`config.mk`:
```
export PLATFORM = sky130hd
export DESIGN_NAME = uart_rx
export DESIGN_NICKNAME = d
export VERILOG_FILES = /design/src/rtl/uart_pkg.sv /design/src/rtl/uart_baud_tick.sv /design/src/rtl/uart_rx.sv
export SDC_FILE = /design/constraint.sdc
export NUM_CORES = 1
export LEC_CHECK = 0
export ABC_AREA = 0
export BUFFER_PORTS_ARGS = -buffer_cell sky130_fd_sc_hd__buf_4
export CORE_AREA = 2 2 76 78
export CTS_BUF_LIST = sky130_fd_sc_hd__clkbuf_8
export DETAILED_ROUTE_END_ITERATION = 6
export DIE_AREA = 0 0 78 80
export GPL_TIMING_DRIVEN = 0
export PLACE_DENSITY_LB_ADDON = 0.3
export SLEW_MARGIN = 20
export SYNTH_ARGS = -nofsm -noshare
export SYNTH_HDL_FRONTEND = slang
export SYNTH_HIERARCHICAL = 1
export SYNTH_SLANG_ARGS = --single-unit
```
`constraint.sdc`:
```
create_clock -name clk -period 1.9 [get_ports clk]
set_input_delay 0.285 -clock clk [delete_from_list [all_inputs] [get_ports clk]]
set_output_delay 0.285 -clock clk [all_outputs]
set_load 0.005 [all_outputs]
```
`src/rtl/uart_pkg.sv`:
```
// Shared UART definitions: receiver FSM states and frame geometry.
package uart_pkg;

    localparam int unsigned DATA_BITS = 8;

    typedef enum logic [1:0] {
        IDLE  = 2'd0,
        START = 2'd1,
        DATA  = 2'd2,
        STOP  = 2'd3
    } rx_state_t;

endpackage

```
`src/rtl/uart_baud_tick.sv`:
```
// Free-running oversample tick generator, one tick every DIV clocks.
module uart_baud_tick #(
    parameter int unsigned CLK_FREQ   = 50_000_000,
    parameter int unsigned BAUD       = 115200,
    parameter int unsigned OVERSAMPLE = 16
) (
    input  logic clk,
    input  logic rst_n,
    output logic tick
);

    localparam int unsigned RAW_DIV = CLK_FREQ / (BAUD * OVERSAMPLE);
    localparam int unsigned DIV     = (RAW_DIV > 1) ? RAW_DIV : 1;
    localparam int unsigned CNT_W   = (DIV > 1) ? $clog2(DIV) : 1;
    localparam logic [CNT_W-1:0] CNT_LAST = CNT_W'(DIV - 1);

    logic [CNT_W-1:0] cnt;

    always_ff @(posedge clk or negedge rst_n) begin
        if (!rst_n) begin
            cnt  <= '0;
            tick <= 1'b0;
        end else begin
            cnt  <= (cnt == CNT_LAST) ? '0 : cnt + 1'b1;
            tick <= (cnt == CNT_LAST);
        end
    end

endmodule

```
`src/rtl/uart_rx.sv`:
```
// 8N1 UART receiver with oversampled mid-bit sampling and a one-deep output holding register.
module uart_rx
    import uart_pkg::*;
#(
    parameter int unsigned CLK_FREQ   = 50_000_000,
    parameter int unsigned BAUD       = 115200,
    parameter int unsigned OVERSAMPLE = 16
) (
    input  logic                 clk,
    input  logic                 rst_n,
    input  logic                 rx_datastream,
    input  logic                 rx_data_ready,
    output logic                 rx_data_valid,
    output logic [DATA_BITS-1:0] rx_data,
    output logic                 framing_error,
    output logic                 overrun_error
);

    localparam int unsigned SC_W = $clog2(OVERSAMPLE);
    localparam int unsigned BC_W = $clog2(DATA_BITS);
    localparam logic [SC_W-1:0] MID_START   = SC_W'(OVERSAMPLE / 2 - 1);
    localparam logic [SC_W-1:0] LAST_SAMPLE = SC_W'(OVERSAMPLE - 1);
    localparam logic [BC_W-1:0] LAST_BIT    = BC_W'(DATA_BITS - 1);

    rx_state_t            state;
    logic                 tick;
    logic                 rx_meta;
    logic                 rx_sync;
    logic                 rx_prev;
    logic [SC_W-1:0]      sample_cnt;
    logic [BC_W-1:0]      bit_cnt;
    logic [DATA_BITS-1:0] shift;
    logic                 stop_sample;

    uart_baud_tick #(
        .CLK_FREQ  (CLK_FREQ),
        .BAUD      (BAUD),
        .OVERSAMPLE(OVERSAMPLE)
    ) u_baud_tick (
        .clk  (clk),
        .rst_n(rst_n),
        .tick (tick)
    );

    assign stop_sample = (state == STOP) && tick && (sample_cnt == LAST_SAMPLE);

    always_ff @(posedge clk or negedge rst_n) begin
        if (!rst_n) begin
            rx_meta       <= 1'b1;
            rx_sync       <= 1'b1;
            rx_prev       <= 1'b1;
            state         <= IDLE;
            sample_cnt    <= '0;
            bit_cnt       <= '0;
            shift         <= '0;
            rx_data       <= '0;
            rx_data_valid <= 1'b0;
            framing_error <= 1'b0;
            overrun_error <= 1'b0;
        end else begin
            rx_meta       <= rx_datastream;
            rx_sync       <= rx_meta;
            rx_prev       <= rx_sync;
            framing_error <= 1'b0;
            overrun_error <= 1'b0;

            // Holding register: a same-cycle handshake frees the slot for a new byte.
            if (rx_data_valid && rx_data_ready) begin
                rx_data_valid <= 1'b0;
            end
            if (stop_sample && rx_sync) begin
                if (!rx_data_valid || rx_data_ready) begin
                    rx_data       <= shift;
                    rx_data_valid <= 1'b1;
                end else begin
                    overrun_error <= 1'b1;
                end
            end

            case (state)
                IDLE: begin
                    if (rx_prev && !rx_sync) begin
                        state      <= START;
                        sample_cnt <= '0;
                    end
                end
                START: begin
                    if (tick) begin
                        if (sample_cnt == MID_START) begin
                            sample_cnt <= '0;
                            bit_cnt    <= '0;
                            state      <= rx_sync ? IDLE : DATA;
                        end else begin
                            sample_cnt <= sample_cnt + 1'b1;
                        end
                    end
                end
                DATA: begin
                    if (tick) begin
                        if (sample_cnt == LAST_SAMPLE) begin
                            sample_cnt <= '0;
                            shift      <= {rx_sync, shift[DATA_BITS-1:1]};
                            if (bit_cnt == LAST_BIT) begin
                                bit_cnt <= '0;
                                state   <= STOP;
                            end else begin
                                bit_cnt <= bit_cnt + 1'b1;
                            end
                        end else begin
                            sample_cnt <= sample_cnt + 1'b1;
                        end
                    end
                end
                STOP: begin
                    if (tick) begin
                        if (sample_cnt == LAST_SAMPLE) begin
                            sample_cnt <= '0;
                            state      <= IDLE;
                            if (!rx_sync) begin
                                framing_error <= 1'b1;
                            end
                        end else begin
                            sample_cnt <= sample_cnt + 1'b1;
                        end
                    end
                end
                default: state <= IDLE;
            endcase
        end
    end

endmodule

```
==> flow_summary.toml <==
[die]
core_area_sq_mm = 0.00541
pin_count = 15
num_rows = 27
die_w_um = 78
dieArea_sq_mm = 0.00624
initial_core_util = 0.338
die_h_um = 80

[sta]
finalHoldViolCount = 0
layout_min_cycle_time_ns = 1.70
worstMarginPinSlew_ns = 0.489
rsz0062_at_grt = "no"
clock-skew-final_ns = 0.00618
finalCritPeriodShare = 0.897
relSlewSlack = 0.671
setup_violations = 0
slew_violations = 0
whs_ns = 0.110
setup_tns_ns = 0
max_freq_mhz = 587

[cts]
post_cts_buffers = 0
clk_latency_ns = 0.28
cts_htree_levels = 2
ctsRootBufferMaster = "clkbuf_8"
postCtsResizedCells = 0
cts_buffers = 5
cts_sinks = 37
cts_hold_buf = 1
path_clk_slew_ns = 0.07
cts_tree = "built"
clk_path_buf_depth = 2

[setup_path]
cp-end-kind = "flop"
r2r.worst_path.cells = 6
start_kind = "flop"
arrival_ns = 1.87
path_class = "reg2reg"
r2r_end = "rx_data[4]$_DFFE_PN0P_"
rrSetupSlack_ns = 0.20
timing.rr.start = "sample_cnt[0]$_DFFE_PN0P_"
critical_path.max_fanout = 9
worstPathRequired_ns = 2.07

[run]
drv_cap = 0

[final_layout]
fin_nets = 174
syn_to_final_growth_pct = 16.9
n_antenna_cell = 0
layout-drive-gt1-share = 0.327
most-common-layout-cells = "dfrtp_1 (34), buf_4 (14), clkbuf_8 (9), nand3_1 (9)"
mostFrequentLayoutCell = "dfrtp_1"

[route]
via_per_inst = 5.13
drtPass1Iterations = 4
postRouteAntennaNets = 0
drtIter0Drc = 75
wire_per_inst_um = 13.7
routed_wirelength_mm = 3.25
drc = 0
vias = 1216

[grt]
grt_pass1_vias = 1205
grt_max_degree = 38
antenna_found_initial = 0
grt.overflow.total = 0
grt_pass1_wl_mm = 5.66
grt_use_total = 0.116

[placement]
io_buffers = 14
place.gp.congestion = 0.834
place.detailed.hpwl_mm = 2.19

[synth]
synthTopCellsByArea = "dfrtp_1 (47%), mux2_4 (6.6%), mux2_2 (4.9%)"
synth_area_leader_cell = "dfrtp_1"
synth_fp_nets = 152
syn-mean-instance-area_sq_um = 12.8
synth_warnings = 6
async_flop_share = 1.00
yosysSeqAreaShare = 0.509
synth_area_sq_mm = 0.00183
synthCells = 143
yosys.area.top_type_share = 0.466
synth-main-ff-cell = "dfrtp_1"
synth_edf_count = 0
synth_cell_types = 44
ys_seq_elements = 37

[worst_hold_path]
holdPathStages = 1
holdPathEnd = "rx_meta$_DFF_PN1_"
min_path_type = "in2reg"
hold_start = "rx_datastream"

[run_status]
outcome = "completed"

[power_and_ir_drop]
irDropWorstVdd_mv = 0.296
totalPowerFinal_mw = 1.53
p_leak_nw = 0.970
power_density_mw_per_mm2 = 717
[power by group]
group	switching, mW	internal (mW)	total [mW]
clock network	0.260	0.381	0.641
registers	0.0136	0.804	0.818
logic	0.0393	0.0323	0.0716
[state kept, by name, indices dropped and copies added (netlist names), 3 cells and up, named ones only]
signal,count
bit_cnt,3
rx_data,8
sample_cnt,4
u_baud_tick/cnt,5
shift,8
[Yosys cell counts (3+ instances only)]
cell	n
a21oi_1	3
mux2_2	8
and3_1	4
clkbuf_8	4
nand2_1	4
nand3_1	9
dfstp_2	3
inv_1	4
ha_1	5
dfrtp_1	34
nor2_1	5
mux2_4	8
o21ai_0	8
buf_6	4
[kinds of logic (layout without fill, tap and decap cells)]
kind of cell / Yosys count / after routing / synth area share
simple gates: 44 / 44 / 0.155
flops: 37 / 37 / 0.509
compound gates: 26 / 26 / 0.107
mux: 18 / 18 / 0.127
buf+inv: 12 / 34 / 0.0630
fa+ha+maj: 5 / 5 / 0.0342
xor+xnor: 1 / 1 / 0.00480
[area by class of cell]
cell class	instances	area [sq um]
Multi-Input combinational cell	94	782
Tap cell	72	90.1
Clock inverter	2	35.0
Inverter	4	15.0
Sequential cell	37	930
Buffer	8	100
Fill cell	524	3270
Clock buffer	5	68.8
Timing Repair Buffer	15	115
[how the worst max path moves through the flow]
stage	start	end	slack (ns)	depth (start not counted)
6_report	sample_cnt[0]$_DFFE_PN0P_	rx_data[4]$_DFFE_PN0P_	0.20	6
5_1_grt	sample_cnt[1]$_DFFE_PN0P_	shift[5]$_DFFE_PN0P_	0.12	5
4_1_cts	sample_cnt[0]$_DFFE_PN0P_	rx_data[6]$_DFFE_PN0P_	0.20	6
3_5_place_dp	sample_cnt[0]$_DFFE_PN0P_	rx_data[6]$_DFFE_PN0P_	0.21	6
3_3_place_gp	sample_cnt[0]$_DFFE_PN0P_	rx_data[5]$_DFFE_PN0P_	0.22	6
2_1_floorplan	sample_cnt[0]$_DFFE_PN0P_	rx_data[0]$_DFFE_PN0P_	0.28	6
[per-stage QoR]
stage | instance area, sq um | worst slack [ns] | util | std cells
2_1_floorplan | 1830 | 0.282 | - | 143
3_3_place_gp | 2020 | 0.215 | 0.374 | 229
3_5_place_dp | 2020 | 0.206 | 0.374 | 229
4_1_cts | 2140 | 0.198 | 0.395 | 237
5_1_grt | 2140 | 0.122 | 0.395 | 237
6_report | 2140 | 0.196 | 0.395 | 237
[critical path, stage by stage, from the launching register on]
cell	delay [ns]
dfrtp_1	0.40
ha_1	0.21
buf_6	0.13
and4_1	0.20
and3_1	0.19
buf_6	0.15
mux2_4	0.30
[routing by layer]
layer	global-route usage	up-vias	wire length (um)
met5	0	-	0
met4	0.0439	0	35
met3	0.0339	6	149
met2	0.193	30	1620
met1	0.143	608	1450
li1	-	572	-
No activity file was read; power rests on OpenSTA's default activity.
